$ cat src/rtl/mb_seq_multiplier_pkg.sv
// Shared types and constants for the sequential radix-4 Modified Booth multiplier.
// Optional build macro used by the top module: MB_SEQ_EARLY_DONE_EN.
package mb_pkg;

  // Controller states
  typedef enum logic [1:0] {
    IDLE = 2'd0,
    RUN  = 2'd1,
    DONE = 2'd2
  } mb_state_e;

  // Default operand width (even, >= 4)
  localparam int unsigned MB_N = 8;

  // Width of the digit counter for an N-bit operand (N/2 digits)
  function automatic int unsigned mb_cnt_w(input int unsigned n);
    return (n / 2 > 1) ? $clog2(n / 2) : 1;
  endfunction

  localparam int unsigned MB_CNT_W = mb_cnt_w(MB_N);

  // One Modified Booth digit: magnitude select (one/two) plus sign
  typedef struct packed {
    logic sign;
    logic one;
    logic two;
  } mb_digit_t;

endpackage

$ cat src/rtl/mb_seq_multiplier_if.sv
// Start/done handshake and operand/product bus of the sequential MB multiplier.
interface mb_seq_multiplier_if
  import mb_pkg::*;
#(
  parameter int unsigned N = MB_N
) ();

  logic           start;
  logic [N-1:0]   a;
  logic [N-1:0]   b;
  logic           ready;
  logic           busy;
  logic           done;
  logic [2*N-1:0] p;

  modport master (
    output start, a, b,
    input  ready, busy, done, p
  );

  modport slave (
    input  start, a, b,
    output ready, busy, done, p
  );

endinterface

$ cat src/rtl/mb_pp_select.sv
// Combinational MB digit encoder and partial-product selector: triplet + A -> 0/+-A/+-2A,
// sign-extended to 2N bits, not yet shifted into digit position.
module mb_pp_select
  import mb_pkg::*;
#(
  parameter int unsigned N = MB_N
) (
  input  logic [2:0]     triplet,
  input  logic [N-1:0]   a,
  output logic [2*N-1:0] pp
);

  mb_digit_t      digit;
  logic           bjp, bjz, bjm;
  logic [2*N-1:0] a_ext;
  logic [2*N-1:0] mag;

  // Encode the triplet and pick the signed multiple of A
  always_comb begin
    bjp        = triplet[2];
    bjz        = triplet[1];
    bjm        = triplet[0];
    digit.sign = bjp & ~(bjp & bjz & bjm);
    digit.one  = bjm ^ bjz;
    digit.two  = ~digit.one & (bjp ^ bjz);
    a_ext      = {{N{a[N-1]}}, a};
    mag        = '0;
    if (digit.one) begin
      mag = a_ext;
    end else if (digit.two) begin
      mag = a_ext << 1;
    end
    pp = digit.sign ? (-mag) : mag;
  end

endmodule

$ cat src/rtl/mb_seq_multiplier.sv
// Sequential radix-4 Modified Booth multiplier: one MB digit per clock, start/done handshake.
// Build option: define MB_SEQ_EARLY_DONE_EN to finish as soon as the remaining
// multiplier digits all encode zero.
module mb_seq_multiplier
  import mb_pkg::*;
#(
  parameter int unsigned N = MB_N
) (
  input  logic                clk,
  input  logic                rst,
  mb_seq_multiplier_if.slave  bus
);

  localparam int unsigned CW = mb_cnt_w(N);

  mb_state_e      state_q, state_d;
  logic [N-1:0]   a_q, a_d;
  logic [N-1:0]   b_q, b_d;
  logic [2*N-1:0] acc_q, acc_d;
  logic [2*N-1:0] p_q, p_d;
  logic [CW-1:0]  cnt_q, cnt_d;
  logic           ready_q, ready_d;
  logic           busy_q, busy_d;
  logic           done_q, done_d;

  logic [N:0]     b_ext;
  logic [N:0]     b_sh;
  logic [CW:0]    shamt;
  logic [2:0]     triplet;
  logic [2*N-1:0] pp;
  logic [2*N-1:0] pp_shift;
  logic [2*N-1:0] acc_sum;
  logic           last_digit;
  logic           finish;
  logic           accept;
`ifdef MB_SEQ_EARLY_DONE_EN
  logic [CW+1:0]  rest_sh;
  logic [N-1:0]   b_rest;
  logic           early;
`endif

  mb_pp_select #(.N(N)) u_pp_select (
    .triplet (triplet),
    .a       (a_q),
    .pp      (pp)
  );

  // Digit extraction, shifted partial product and termination condition
  always_comb begin
    shamt      = {cnt_q, 1'b0};
    b_ext      = {b_q, 1'b0};
    b_sh       = b_ext >> shamt;
    triplet    = b_sh[2:0];
    pp_shift   = pp << shamt;
    acc_sum    = acc_q + pp_shift;
    last_digit = (cnt_q == CW'(N / 2 - 1));
`ifdef MB_SEQ_EARLY_DONE_EN
    // b[N-1:2i+1] all-equal means every later triplet is 000 or 111
    rest_sh    = (CW + 2)'(shamt) + (CW + 2)'(1);
    b_rest     = $signed(b_q) >>> rest_sh;
    early      = (b_rest == '0) || (b_rest == '1);
    finish     = last_digit || early;
`else
    finish     = last_digit;
`endif
    accept     = (state_q != RUN) && bus.start;
  end

  // Next-state logic
  always_comb begin
    state_d = state_q;
    unique case (state_q)
      IDLE:    if (bus.start) state_d = RUN;
      RUN:     if (finish)    state_d = DONE;
      DONE:    state_d = bus.start ? RUN : IDLE;
      default: state_d = IDLE;
    endcase
  end

  // Operand latch, digit counter, accumulator and product update
  always_comb begin
    a_d   = a_q;
    b_d   = b_q;
    acc_d = acc_q;
    cnt_d = cnt_q;
    p_d   = p_q;
    if (accept) begin
      a_d   = bus.a;
      b_d   = bus.b;
      acc_d = '0;
      cnt_d = '0;
    end else if (state_q == RUN) begin
      acc_d = acc_sum;
      cnt_d = cnt_q + CW'(1);
      if (finish) begin
        p_d = acc_sum;
      end
    end
  end

  // Registered handshake outputs derived from the upcoming state
  always_comb begin
    ready_d = (state_d != RUN);
    busy_d  = (state_d == RUN);
    done_d  = (state_d == DONE);
  end

  // State and datapath registers
  always_ff @(posedge clk) begin
    if (rst) begin
      state_q <= IDLE;
      a_q     <= '0;
      b_q     <= '0;
      acc_q   <= '0;
      p_q     <= '0;
      cnt_q   <= '0;
      ready_q <= 1'b1;
      busy_q  <= 1'b0;
      done_q  <= 1'b0;
    end else begin
      state_q <= state_d;
      a_q     <= a_d;
      b_q     <= b_d;
      acc_q   <= acc_d;
      p_q     <= p_d;
      cnt_q   <= cnt_d;
      ready_q <= ready_d;
      busy_q  <= busy_d;
      done_q  <= done_d;
    end
  end

  assign bus.ready = ready_q;
  assign bus.busy  = busy_q;
  assign bus.done  = done_q;
  assign bus.p     = p_q;

endmodule

$ cat src/flat_wrapper.sv
// flat-port wrapper written by rule: the top's interface ports become plain ports
module mb_seq_multiplier_flat import mb_pkg::*;
#(
  parameter int unsigned N = MB_N
)
  (clk, rst, bus_start, bus_a, bus_b, bus_ready, bus_busy, bus_done, bus_p);
  mb_seq_multiplier_if #(.N(N)) bus_i ();
  input  logic clk;
  input  logic rst;
  input wire logic [$bits(bus_i.start)-1:0] bus_start;
  input wire logic [$bits(bus_i.a)-1:0] bus_a;
  input wire logic [$bits(bus_i.b)-1:0] bus_b;
  output wire logic [$bits(bus_i.ready)-1:0] bus_ready;
  output wire logic [$bits(bus_i.busy)-1:0] bus_busy;
  output wire logic [$bits(bus_i.done)-1:0] bus_done;
  output wire logic [$bits(bus_i.p)-1:0] bus_p;
  assign bus_i.start = bus_start;
  assign bus_i.a = bus_a;
  assign bus_i.b = bus_b;
  assign bus_ready = bus_i.ready;
  assign bus_busy = bus_i.busy;
  assign bus_done = bus_i.done;
  assign bus_p = bus_i.p;
  mb_seq_multiplier #(.N(N)) u_core (.clk(clk), .rst(rst), .bus(bus_i));
endmodule
$ cat config.mk
export PLATFORM = sky130hd
export DESIGN_NAME = mb_seq_multiplier_flat
export DESIGN_NICKNAME = d
export VERILOG_FILES = /design/src/rtl/mb_seq_multiplier_pkg.sv /design/src/rtl/mb_seq_multiplier_if.sv /design/src/rtl/mb_pp_select.sv /design/src/rtl/mb_seq_multiplier.sv /design/src/flat_wrapper.sv
export SDC_FILE = /design/constraint.sdc
export NUM_CORES = 1
export LEC_CHECK = 0
export ABC_AREA = 1
export BUFFER_PORTS_ARGS = -buffer_cell sky130_fd_sc_hd__buf_2
export CAP_MARGIN = 20
export CORE_MARGIN = 4
export CORE_UTILIZATION = 55
export CTS_CLUSTER_SIZE = 20
export DETAILED_ROUTE_END_ITERATION = 8
export MAX_ROUTING_LAYER = met4
export PLACE_DENSITY = 0.8
export SLEW_MARGIN = 20
export SYNTH_ARGS = -nofsm -noshare
export SYNTH_HDL_FRONTEND = slang
export SYNTH_HIERARCHICAL = 1
export SYNTH_SLANG_ARGS = --single-unit
$ cat constraint.sdc
create_clock -name clk -period 5.1 [get_ports clk]
set_input_delay 0.255 -clock clk [delete_from_list [all_inputs] [get_ports clk]]
set_output_delay 0.255 -clock clk [all_outputs]
set_load 0.03 [all_outputs]
# After elaboration in Yosys (flattened, before gate mapping)
# Index checks and enable logic that the tools add are counted.
# word_totals
ff_bits	55
latchBits	0
ram_bits	0
romBits	0
input_bits	19
out_inout_bits	19
mem_count	0
# op_classes
n_addsub	3
n_mul	0
div_mod_pow	0
magnitude_cmp	0
eq_ne	7
shifts	2
muxes	7
n_bitwise	9
n_reduce_logical	4
# op_table
op	n
two-way mux 16 bit	3
adder 16 bit	1
negator 16 bit	1
left shift 16 x 3 -> 16 bit	1
right shift 9 x 3 -> 3 bit	1
== test 2 bit, second input constant	3
case mux 2 bit (3 select lines)	1
bitwise AND 1 bit	4
== test 2 x 1 -> 1 bit, second input constant	2
two-way mux 2 bit	2
inequality test 2 x 1 -> 1 bit, second input constant	2
NOT 1 bit	3
AND reduction 3 bit	1
adder 2 x 1 -> 2 bit, second input constant	1
zero test 2 bit	1
OR reduction 2 bit	1
bitwise XOR 1 bit	2
logical AND 1 bit	1
two-way mux 1 bit	1

# Logic depth before layout (Yosys ltp)
# Gate-level depths: netlist (run 1).
# logic_depth
depth_word	10
depth_mapped	34
mapped_depth_nobuf	32

# Hierarchy
# Netlist (run 1), hierarchy kept.
# modules_own_cells
mod	instances	cells_each	area_per_inst_um2	seq_area_each_um2
mb_seq_multiplier	1	521	3352.0	1101.1
mb_pp_select	1	91	538.0	0.0

# Worst setup path after synthesis (run 1)
# OpenSTA, ideal clock, no wires.
# synth_path
path_type	register -> register
start	register u_core.cnt_q[0]
end	register u_core.acc_q[15]
setup_ns	0.109
arrival_ns	3.625
t_required_ns	4.991
path_slack_ns	1.366
path_stages_with_launch	33
period_less_slack_ns	3.734
cell_sequence	dfxtp_1 buf_4 inv_2 buf_2 nor2_1 o22ai_1 ha_1 clkbuf_4 nand3_1 nand2_2 inv_1 ha_1 nand3_1 o21ai_2 nand2_1 nand2_1 nand2_1 inv_1 inv_1 o21ai_0 nand2_1 o21ai_0 ha_1 nand2_1 inv_1 a21oi_1 nand2_1 nand2_1 nand2_1 nand2_1 nand3_1 nand2_1 inv_1
# synth_via
elab_chain_len	10
word_cells_on_any_way	15
classes_between	add/sub (2); shift (2); mux (3); bitwise (8)
# synth_rtl
item	line	source
from (decl)	mb_seq_multiplier.sv:21	logic [CW-1:0] cnt_q, cnt_d;
from (signal assigned)	mb_seq_multiplier.sv:126	cnt_q <= cnt_d;
right shift 9 x 3 -> 3 bit (*)	mb_seq_multiplier.sv:52	b_sh = b_ext >> shamt;
net u_core.b_sh[1]	mb_seq_multiplier.sv:27	logic [N:0] b_sh;
bitwise XOR 1 bit	mb_pp_select.sv:24	digit.one = bjm ^ bjz;
NOT 1 bit	mb_pp_select.sv:25	digit.two = ~digit.one & (bjp ^ bjz);
bitwise AND 1 bit	mb_pp_select.sv:25	
two-way mux 16 bit	mb_pp_select.sv:30	end else if (digit.two) begin
two-way mux 16 bit	mb_pp_select.sv:28	if (digit.one) begin
negator 16 bit	mb_pp_select.sv:33	pp = digit.sign ? (-mag) : mag;
two-way mux 16 bit (*)	mb_pp_select.sv:33	
net u_core.pp[6]	mb_seq_multiplier.sv:30	logic [2*N-1:0] pp;
left shift 16 x 3 -> 16 bit (*)	mb_seq_multiplier.sv:54	pp_shift = pp << shamt;
adder 16 bit (*)	mb_seq_multiplier.sv:55	acc_sum = acc_q + pp_shift;
to (signal assigned)	mb_seq_multiplier.sv:114	acc_q <= '0;
to (signal assigned)	mb_seq_multiplier.sv:124	acc_q <= acc_d;
to (decl)	mb_seq_multiplier.sv:19	logic [2*N-1:0] acc_q, acc_d;
# The timed path passes the listed nets; every way through them passes the cells marked *.
# A chain may end at the register's enable or synchronous reset.

# Worst setup path after layout (run 1)
# layout_path
start	register u_core.cnt_q[1]
end	register u_core.acc_q[15]
# The elaborated chain is that of the path after synthesis.

==> impl_metrics.yaml, run 1 <==
synth:
  avgSynthCellArea_um2: 6.36
  yosysTopAreaCell: "dfxtp_1"
  ys_seq_elements: 55
  synth-edff-count: 0
  synth.area.top_cells: "dfxtp_1 28%, nand2_1 15%, inv_1 9.2%"
  synthCells: 612
  seq_area_frac_synth: 0.283
  synth_top_area_share: 0.283
  async_reset_ff_frac: 0
  synth.net_count: 650
  synth_cell_types: 37
  yosys_warnings: 6
  synth_flop_cell: "dfxtp_1"
  syn_area_um2: 3890
finish:
  seqCellArea_um2: 1100
  num-fill-cells: 688
  final_util: 0.616
  final_cells: 736
  area_delta_synth_final_pct: 8.23
  antenna-diode-count: 0
  drive_above_1_share: 0.130
  multiInputGateArea_um2: 2290
  nets: 677
floorplanning:
  rows: 30
  fp.dieH_um: 92.1
  dieWidth_um: 92.1
  initial_core_util: 0.569
  core-area_um2: 6830
  pin_count: 38
  die_area_um2: 8480
critical_path:
  cp-start-kind: "register"
  reg2regPathDepth: 29
  crit_top_cell: "nand2_1"
  r2r_start: "u_core/cnt_q[1]$_SDFFE_PP0P_"
  path_class: "reg2reg"
  critPathRequiredTime_ns: 5.32
  cp_max_fo: 15
  cpMaxStageDelayCell: "ha_1"
  cp-end-kind: "register"
  max_stage_delay_ns: 0.40
  r2r_slack_ns: 0.85
  r2r-end: "u_core/acc_q[15]$_SDFFE_PP0P_"
  arrival_ns: 4.47
sta:
  finalSetupViolations: 0
  rsz0062_at_grt: "no"
  finalHoldViolCount: 0
  worst_pin_slew_ns: 0.848
  slew_viol_final: 0
  timing.fmax_ghz: 0.235
  finalCritPeriodShare: 0.833
  fin_skew_ns: 0.0142
  fin_crit_ns: 4.25
  fin_tns_setup_ns: 0
  relSlewSlack: 0.434
cts:
  cts_resized: 0
  cts_setup_buffers: 0
  clockBufferDepth: 2
  htreeDepth: 2
  cts_root_buf: "clkbuf_8"
  cts_tree: "yes"
  clkSlewWorstSetupHoldPaths_ns: 0.10
  clk_latency_ns: 0.32
  hold_buffers: 0
  cts_sinks: 55
  cts_buffers: 5
place:
  dp_hpwl_um: 6700
  place.gp.congestion: 0.958
  port_buffers: 37
  dp_cells: 728
grt:
  grt_pass1_vias: 3421
  grt_pass1_wl_um: 14900
  grt_max_degree: 33
  antenna_found_initial: 0
  overflow: 0
  track_usage: 0.218
detailed_routing:
  final_antenna_net_count: 0
  viasPerCell: 5.07
  drc: 0
  drt_first_pass_iters: 4
  drt_iter0_markers: 195
  wl_per_cell_um: 11.9
  routed_wl_um: 8760
  vias: 3731
hold_path:
  hold_path_class: "in2reg"
  holdPathStages: 3
  min_from: "bus_b[6]"
  holdPathEnd: "u_core/b_q[6]$_SDFFE_PP0P_"
power:
  p_leak_nw: 2.36
  finalPower_mw: 1.19
  pwr_density_cell_nw_per_um2: 283
  ir_drop_v: 0.000222
status:
  outcome: "completed"
run:
  drv_cap: 0
## sequential cells by signal, summed over array words and instances (netlist names)
| signal | cells |
|---|---|
| u_core/bus.p | 16 |
| u_core/a_q | 8 |
| u_core/cnt_q | 2 |
| u_core/b_q | 8 |
| u_core/bus.ready | 1 |
| u_core/acc_q | 16 |
| u_core/bus.done | 1 |
| u_core/state_q | 2 |
| u_core/bus.busy | 1 |
## metal layers
layer  GRT usage  vias to the layer above  share of wire
li1            -                     1973              -
met2       0.350                       84           0.46
met5           -                        -              0
met1       0.283                     1661           0.48
met4      0.0681                        0          0.020
met3      0.0320                       13          0.041
## cell type report
cell class	count	share of cell area
Clock buffer	5	0.0163
Clock inverter	3	0.0104
Inverter	101	0.0912
Multi-Input combinational cell	437	0.544
Sequential cell	55	0.262
Tap cell	96	0.0285
Timing Repair Buffer	39	0.0475
## synthesized netlist by cell type, drive strengths merged (3+ instances only)
| library cell | count |
|---|---|
| buf | 13 |
| inv | 101 |
| nand3 | 57 |
| xnor2 | 4 |
| a21oi | 17 |
| dfxtp | 55 |
| nand2 | 173 |
| mux2i | 6 |
| o211ai | 7 |
| o22ai | 3 |
| nor2 | 82 |
| clkbuf | 6 |
| nand3b | 3 |
| nor3 | 4 |
| xor2 | 3 |
| o21ai | 44 |
| o21a | 8 |
| ha | 18 |
## cell families (layout without fill, tap and decap cells)
| family | count (synthesis) | count (layout) | share of synthesized area |
|---|---|---|---|
| AND/OR/NAND/NOR | 324 | 324 | 0.376 |
| multiplexers | 6 | 6 | 0.0154 |
| adder cells (fa/ha/maj) | 19 | 19 | 0.0630 |
| AO/OA/AOI/OAI | 81 | 81 | 0.119 |
| flip-flops | 55 | 55 | 0.283 |
| buffers and inverters | 120 | 148 | 0.128 |
| XOR/XNOR | 7 | 7 | 0.0158 |
## layout by cell type (no fill, tap or decap), types with 2 or more instances in the layout
cell      Yosys  layout
o21ai_2       3       3
ha_1         18      18
nand3_2       4       4
o21ai_0      40      40
nand3b_1      3       3
nor2_4        5       5
inv_2         5       5
a21oi_1      17      17
nor2_1       76      76
buf_4         6       2
buf_2         6      37
xnor2_1       4       4
or2_1         2       2
o21a_1        8       8
nand2_4       4       4
nand3_1      52      52
nand2_2      10      10
o21bai_1      2       2
nor3_1        4       4
o22ai_1       3       3
nand4_1       2       2
mux2i_1       6       6
xor2_1        3       3
inv_1        95      95
dfxtp_1      55      55
clkbuf_8      0       5
o211ai_1      7       7
nand2_1     158     158
## worst max-delay path by stage
stage / start / endpoint / depth (start not counted)
final: u_core/cnt_q[1]$_SDFFE_PP0P_ / u_core/acc_q[15]$_SDFFE_PP0P_ / 29
after global routing: u_core/cnt_q[1]$_SDFFE_PP0P_ / u_core/acc_q[11]$_SDFFE_PP0P_ / 29
after CTS: u_core/cnt_q[1]$_SDFFE_PP0P_ / u_core/acc_q[15]$_SDFFE_PP0P_ / 29
after detailed placement: u_core/cnt_q[1]$_SDFFE_PP0P_ / u_core/acc_q[15]$_SDFFE_PP0P_ / 29
after global placement: u_core/cnt_q[1]$_SDFFE_PP0P_ / u_core/acc_q[11]$_SDFFE_PP0P_ / 27
after floorplan: u_core/cnt_q[0]$_SDFFE_PP0P_ / u_core/acc_q[15]$_SDFFE_PP0P_ / 32
## report_power, final
group | leakage (nW) | switching [mW] | internal (mW)
Combinational | 1.86 | 0.282 | 0.146
Clock | 0.0581 | 0.149 | 0.146
Sequential | 0.449 | 0.0164 | 0.451
## critical path: cells and delay by family (launching register included)
kind / cells / cell delay, ns
buffers and inverters: 6 / 0.60
flip-flops: 1 / 0.32
AND/OR/NAND/NOR: 14 / 1.24
AO/OA/AOI/OAI: 6 / 1.12
adder cells (fa/ha/maj): 3 / 0.87
## stage by stage
step | worst slack [ns] | hold WS [ns] | cell area [um2]
floorplan | 1.37 | 0.324 | 3890
global placement | 1.05 | 0.452 | 4100
CTS | 0.879 | 0.151 | 4210
finish | 0.849 | 0.158 | 4210
detailed placement | 0.890 | 0.465 | 4100
global route | 0.424 | 0.152 | 4210
(Power assumes the default switching activity.)
==> run 2: changes to the inputs <==
ABC_AREA = 0   (was 1)
clock period = 4 ns   (was 5.1 ns; I/O delays follow)
==> run 2 against run 1 <==
Non-clock buffer count is 72 higher. Sequential power is 24% higher. The flow now finishes with violations (negative setup slack). Largest cell class unchanged. Count of clock-buffer cells in the layout is 1 higher. Global-route usage up 5.7 points. Maximum frequency down 6.5%. Utilization increased by 16 points. Critical path depth is 11 lower. Routed wire length is 43% higher.
==> impl_metrics.yaml, run 2 <==
status:
  outcome: "finished, violations left"
  violations: "negative setup slack"
sta:
  timing.fmax_ghz: 0.220
  fin_skew_ns: 0.00894
  rsz0062_at_grt: "yes"
  finalHoldViolCount: 0
  worst_pin_slew_ns: 1.05
  final.setup.worst_slack_ns: -0.547
  finalSetupViolations: 20
  slew_viol_final: 0
  holdWs_ns: 0.106
  finalCritPeriodShare: 1.14
  relSlewSlack: 0.299
  fin_crit_ns: 4.55
finish:
  most-common-layout-cells: "90 x nand2_1, 59 x buf_4, 54 x dfxtp_1, 44 x a21oi_1, 37 x buf_2"
  final_util: 0.778
  area_delta_synth_final_pct: 38.4
  nets: 568
  final_cells: 608
  num-fill-cells: 374
  drive_above_1_share: 0.399
  antenna-diode-count: 0
  final_common_cell: "nand2_1"
critical_path:
  r2r-end: "u_core/bus.p[15]$_SDFFE_PP0P_"
  cp-end-kind: "register"
  max_stage_delay_ns: 0.61
  critPathRequiredTime_ns: 4.18
  r2r_start: "u_core/cnt_q[0]$_SDFFE_PP0P_"
  cp_max_fo: 4
  path_class: "reg2reg"
  arrival_ns: 4.72
  cp_cell_sequence: "mux4_2 -> buf_6 -> xor2_4 -> mux2i_4 -> buf_4 -> inv_1 -> a21o_1 -> xor2_2 -> mux2i_1 -> o21ai_1 -> ha_1 -> buf_4 -> nand2_2 -> nor2_1 -> a21oi_4 -> o41ai_4 -> xnor2_2 -> a211oi_2"
  crit_top_cell: "buf_4"
  r2r_slack_ns: -0.55
  cp-start-kind: "register"
  cpMaxStageDelayCell: "mux4_2"
  reg2regPathDepth: 18
cts:
  cts_buffers: 5
  clockBufferDepth: 2
  cts_sinks: 55
  htreeDepth: 2
  cts_tree: "yes"
  clkSlewWorstSetupHoldPaths_ns: 0.11
  cts_root_buf: "clkbuf_8"
  clk_latency_ns: 0.32
  hold_buffers: 0
power:
  ir_drop_v: 0.000229
  finalPower_mw: 1.34
  intPower_mw: 0.891
  pwr-share-comb: 0.301
  p_leak_nw: 2.09
  p_sw_mw: 0.446
  clkPwrFrac: 0.265
  seqPwrFrac: 0.433
  p_sw_frac: 0.334
  pwr_density_cell_nw_per_um2: 272
floorplanning:
  fp.dieH_um: 88.3
  rows: 29
  initial_core_util: 0.562
  pin_count: 38
  die_area_um2: 7800
  dieWidth_um: 88.3
  core-area_um2: 6310
place:
  dp_cells: 582
  port_buffers: 37
  dp_hpwl_um: 6780
  pre_cts_ws_ns: -0.310
  place.gp.congestion: 0.930
detailed_routing:
  viasPerCell: 6.48
  routed_wl_um: 12500
  drt_iter0_markers: 398
  drc: 0
  vias: 3937
  drt_first_pass_iters: 8
  wl_per_cell_um: 20.6
  final_antenna_net_count: 0
grt:
  grt_max_degree: 51
  overflow: 0
  antenna_found_initial: 0
  grt_pass1_vias: 3495
  track_usage: 0.275
  grt_pass1_wl_um: 16500
hold_path:
  holdPathStages: 3
  hold_path_class: "in2reg"
  min_from: "bus_b[2]"
  holdPathEnd: "u_core/b_q[2]$_SDFFE_PP0P_"
synth:
  ys_seq_elements: 55
  syn_area_um2: 3550
  synth.net_count: 481
  yosys_warnings: 6
  seq_area_frac_synth: 0.310
  yosysTopAreaCell: "dfxtp_1"
  avgSynthCellArea_um2: 8.01
  synthCells: 443
  synth_cell_types: 55
  async_reset_ff_frac: 0
  synth_flop_cell: "dfxtp_1"
  synth_top_area_share: 0.310
  synth-edff-count: 0
  synth.area.top_cells: "dfxtp_1 31%, nand2_1 9.8%, a21oi_1 8.9%"
  synth_most_common_cell: "nand2_1"
  ys_top_cells_by_count: "93 x nand2_1, 63 x a21oi_1, 55 x dfxtp_1"
run:
  drv_cap: 0
-- run 2: cell types whose count changed in the layout (fill, tap and decap cells not counted), moves of 7 or more --
cell | previous run | this run
a21oi_2 | 0 | 18
o211ai_1 | 7 | 0
o21ai_1 | 1 | 9
mux4_2 | 0 | 8
o21ai_0 | 40 | 6
xnor2_2 | 0 | 8
nor2_1 | 76 | 26
o21a_1 | 8 | 0
nand3_1 | 52 | 8
a21oi_1 | 17 | 44
inv_1 | 95 | 4
buf_6 | 0 | 14
nand2_1 | 158 | 90
buf_4 | 2 | 59
-- run 2: through the flow --
step                      cell area, um2  setup TNS [ns]
after global placement              4220           -1.66
final                               4910           -8.33
after detailed placement            4220           -3.98
after CTS                           4560           -4.13
after global routing                4910          -11.56
after floorplan                     3670           -2.02
-- run 2: final cells by class --
| class | instances | area, um2 | area share |
|---|---|---|---|
| Clock buffer | 6 | 82.6 | 0.0168 |
| Clock inverter | 2 | 20.0 | 0.00408 |
| Inverter | 4 | 15.0 | 0.00306 |
| Multi-Input combinational cell | 353 | 2790 | 0.567 |
| Sequential cell | 55 | 1100 | 0.225 |
| Tap cell | 77 | 96.3 | 0.0196 |
| Timing Repair Buffer | 111 | 806 | 0.164 |
-- run 2: power by group through the flow --
stage                     clock network, mW  logic [mW]  registers [mW]
final                                 0.355       0.403           0.580
after global routing                  0.381       0.423           0.582
after CTS                             0.356       0.337           0.578
after detailed placement                  0       0.308           0.591
after global placement                    0       0.298           0.590
after floorplan                           0       0.207           0.590
-- run 2: critical path, delay by kind of cell (launching register included) --
kind,cells,cell delay [ns]
mux,3,1.25
compound gates,5,0.98
xor+xnor,3,0.57
flops,1,0.38
simple gates,2,0.33
buf+inv,4,0.58
fa+ha+maj,1,0.32
-- run 2: routing by layer --
metal | track usage | up-vias | part of all wire
met1 | 0.325 | 1814 | 0.38
met3 | 0.0382 | 96 | 0.092
met2 | 0.477 | 283 | 0.47
met5 | - | - | 0
met4 | 0.0934 | 0 | 0.059
li1 | - | 1744 | -
-- run 2: worst max-delay path by stage --
stage	startpoint	to	slack, ns	cells past startpoint
3_5_place_dp	u_core/cnt_q[0]$_SDFFE_PP0P_	u_core/bus.p[14]$_SDFFE_PP0P_	-0.31	16
5_1_grt	u_core/cnt_q[0]$_SDFFE_PP0P_	u_core/acc_q[14]$_SDFFE_PP0P_	-0.70	18
4_1_cts	u_core/cnt_q[0]$_SDFFE_PP0P_	u_core/acc_q[13]$_SDFFE_PP0P_	-0.32	17
3_3_place_gp	u_core/cnt_q[0]$_SDFFE_PP0P_	u_core/bus.p[14]$_SDFFE_PP0P_	-0.21	16
2_1_floorplan	u_core/cnt_q[0]$_SDFFE_PP0P_	u_core/acc_q[13]$_SDFFE_PP0P_	-0.24	17
6_report	u_core/cnt_q[0]$_SDFFE_PP0P_	u_core/bus.p[15]$_SDFFE_PP0P_	-0.55	18
-- run 2: cell families (layout without fill, tap and decap cells) --
kind of cell / Yosys count / after routing / share of synthesized area
and+or+nand+nor: 180 / 180 / 0.234
AOI/OAI and AO/OA: 115 / 115 / 0.206
DFF: 55 / 55 / 0.310
buffers and inverters: 35 / 123 / 0.0437
xor gates and xnor gates: 20 / 20 / 0.0536
adders and majority gates: 19 / 19 / 0.0691
muxes: 19 / 19 / 0.0832
-- run 2: what timing repair did --
action                                  in CTS  in global routing
resized for setup                           30                 62
endpoints found under the setup margin      22                 25
pin swaps                                   22                 32
cloned                                       0                  0
buffers inserted                            11                  7
==> run 3: changes to the inputs <==
CELL_PAD_IN_SITES_DETAIL_PLACEMENT = 1   (was default)
CELL_PAD_IN_SITES_GLOBAL_PLACEMENT = 2   (was default)
CORE_UTILIZATION = 35   (was 55)
PLACE_DENSITY = default   (was 0.8)
PLACE_DENSITY_LB_ADDON = 0.1   (was default)
==> run 3 against run 2 <==
The run still ends with negative setup slack left. Utilization down 25 points. Sequential power is essentially flat. Combinational power grew 5.5%. Largest power group unchanged.
==> impl_metrics.yaml, run 3 (synthesis gave the netlist of run 2 again) <==
status:
  outcome: "finished, violations left"
  violations: "negative setup slack"
place:
  pre_cts_ws_ns: -0.460
  port_buffers: 37
  place.gp.congestion: 0.857
  dp_hpwl_um: 8130
critical_path:
  path_class: "reg2reg"
  critPathRequiredTime_ns: 4.19
  cp_max_fo: 7
  cp-start-kind: "register"
  cp-end-kind: "register"
  reg2regPathDepth: 17
  r2r_start: "u_core/cnt_q[0]$_SDFFE_PP0P_"
  arrival_ns: 4.55
  r2r_slack_ns: -0.36
  r2r-end: "u_core/bus.p[15]$_SDFFE_PP0P_"
finish:
  area_delta_synth_final_pct: 45.0
  most-common-layout-cells: "87 x nand2_1, 75 x buf_4, 54 x dfxtp_1, 43 x a21oi_1, 38 x buf_2"
  drive_above_1_share: 0.434
  nets: 582
  final_common_cell: "nand2_1"
  antenna-diode-count: 0
sta:
  fin_crit_ns: 4.36
  slew_viol_final: 0
  worst_pin_slew_ns: 0.982
  fin_skew_ns: 0.0112
  rsz0062_at_grt: "yes"
  timing.fmax_ghz: 0.229
  finalHoldViolCount: 0
  relSlewSlack: 0.346
  final.setup.worst_slack_ns: -0.359
  fin_tns_setup_ns: -4.66
  finalCritPeriodShare: 1.09
  finalSetupViolations: 21
cts:
  cts_root_buf: "clkbuf_8"
  cts_tree: "yes"
  cts_buffers: 5
  clkSlewWorstSetupHoldPaths_ns: 0.11
  htreeDepth: 2
  hold_buffers: 0
  clk_latency_ns: 0.34
  cts_sinks: 55
  clockBufferDepth: 2
floorplanning:
  pin_count: 38
  core-area_um2: 9820
  die_area_um2: 11800
  fp.dieH_um: 109
  dieWidth_um: 109
  initial_core_util: 0.361
  rows: 36
grt:
  antenna_found_initial: 0
  grt_pass1_vias: 3644
  grt_pass1_wl_um: 18600
  grt_max_degree: 51
  overflow: 0
  track_usage: 0.210
hold_path:
  hold_path_class: "in2reg"
  holdPathEnd: "u_core/a_q[7]$_SDFFE_PP0P_"
  holdPathStages: 3
  min_from: "bus_a[7]"
power:
  pwr_density_cell_nw_per_um2: 260
  clkPwrFrac: 0.247
  p_sw_mw: 0.447
  finalPower_mw: 1.34
  pwr-share-comb: 0.318
  ir_drop_v: 0.000181
  intPower_mw: 0.889
  seqPwrFrac: 0.434
  p_sw_frac: 0.335
  p_leak_nw: 2.19
detailed_routing:
  vias: 3582
  drc: 0
  final_antenna_net_count: 0
  viasPerCell: 5.29
  drt_iter0_markers: 111
  drt_first_pass_iters: 4
  routed_wl_um: 12200
  wl_per_cell_um: 18.0
run:
  drv_cap: 0
[run 3: final cells by class]
class / instances / area, um2
Tap cell: 133 / 166
Inverter: 4 / 15.0
Multi-Input combinational cell: 353 / 2890
Clock inverter: 2 / 17.5
Timing Repair Buffer: 125 / 888
Sequential cell: 55 / 1100
Clock buffer: 5 / 68.8
Fill cell: 1189 / 4670
[run 3: timing repair]
| action | CTS | global route |
|---|---|---|
| resized for setup | 56 | 51 |
| pin swaps | 33 | 24 |
| endpoints found under the setup margin | 24 | 26 |
| setup buffers | 16 | 12 |
[run 3: worst max-delay path, cell delays in order, from the launching register on]
cell	delay, ns
dfxtp_4	0.38
mux4_2	0.58
buf_6	0.16
xnor2_4	0.14
and3_4	0.21
a21oi_4	0.14
ha_4	0.16
and2_4	0.19
a31oi_4	0.12
mux2_4	0.30
mux4_2	0.49
ha_4	0.33
nand4_1	0.18
buf_4	0.19
buf_6	0.12
o41ai_4	0.24
xnor2_2	0.17
a211oi_2	0.10
[run 3: how the worst max path moves through the flow]
stage | start | to | slack [ns] | cells after the start
3_5_place_dp | u_core/cnt_q[0]$_SDFFE_PP0P_ | u_core/acc_q[13]$_SDFFE_PP0P_ | -0.46 | 18
4_1_cts | u_core/cnt_q[0]$_SDFFE_PP0P_ | u_core/bus.p[14]$_SDFFE_PP0P_ | -0.31 | 16
6_report | u_core/cnt_q[0]$_SDFFE_PP0P_ | u_core/bus.p[15]$_SDFFE_PP0P_ | -0.36 | 17
3_3_place_gp | u_core/cnt_q[0]$_SDFFE_PP0P_ | u_core/acc_q[13]$_SDFFE_PP0P_ | -0.43 | 17
5_1_grt | u_core/cnt_q[0]$_SDFFE_PP0P_ | u_core/bus.p[15]$_SDFFE_PP0P_ | -0.56 | 16
2_1_floorplan | u_core/cnt_q[0]$_SDFFE_PP0P_ | u_core/acc_q[13]$_SDFFE_PP0P_ | -0.24 | 17
[run 3: per-stage QoR]
| stage | util | hold slack (ns) | area (um2) | std cells |
|---|---|---|---|---|
| floorplan | - | 0.336 | 3670 | 443 |
| global placement | 0.439 | 0.441 | 4310 | 642 |
| detailed placement | 0.439 | 0.446 | 4310 | 642 |
| CTS | 0.487 | 0.0702 | 4780 | 665 |
| global route | 0.524 | 0.0762 | 5150 | 677 |
| finish | 0.524 | 0.0864 | 5150 | 677 |
[run 3: power by group through the flow]
stage	registers [mW]	logic, mW	clock network, mW
final	0.581	0.425	0.331
after floorplan	0.590	0.207	0
after detailed placement	0.592	0.324	0
after CTS	0.579	0.378	0.343
after global routing	0.583	0.459	0.367
after global placement	0.592	0.319	0
[run 3: layer usage]
metal | up-vias | share of wire | routed length [um] | GRT usage
met5 | - | 0 | 0 | -
met4 | 0 | 0.011 | 129 | 0.0622
met3 | 8 | 0.027 | 323 | 0.0379
met2 | 40 | 0.49 | 5950 | 0.331
met1 | 1766 | 0.47 | 5770 | 0.276
li1 | 1768 | - | - | -
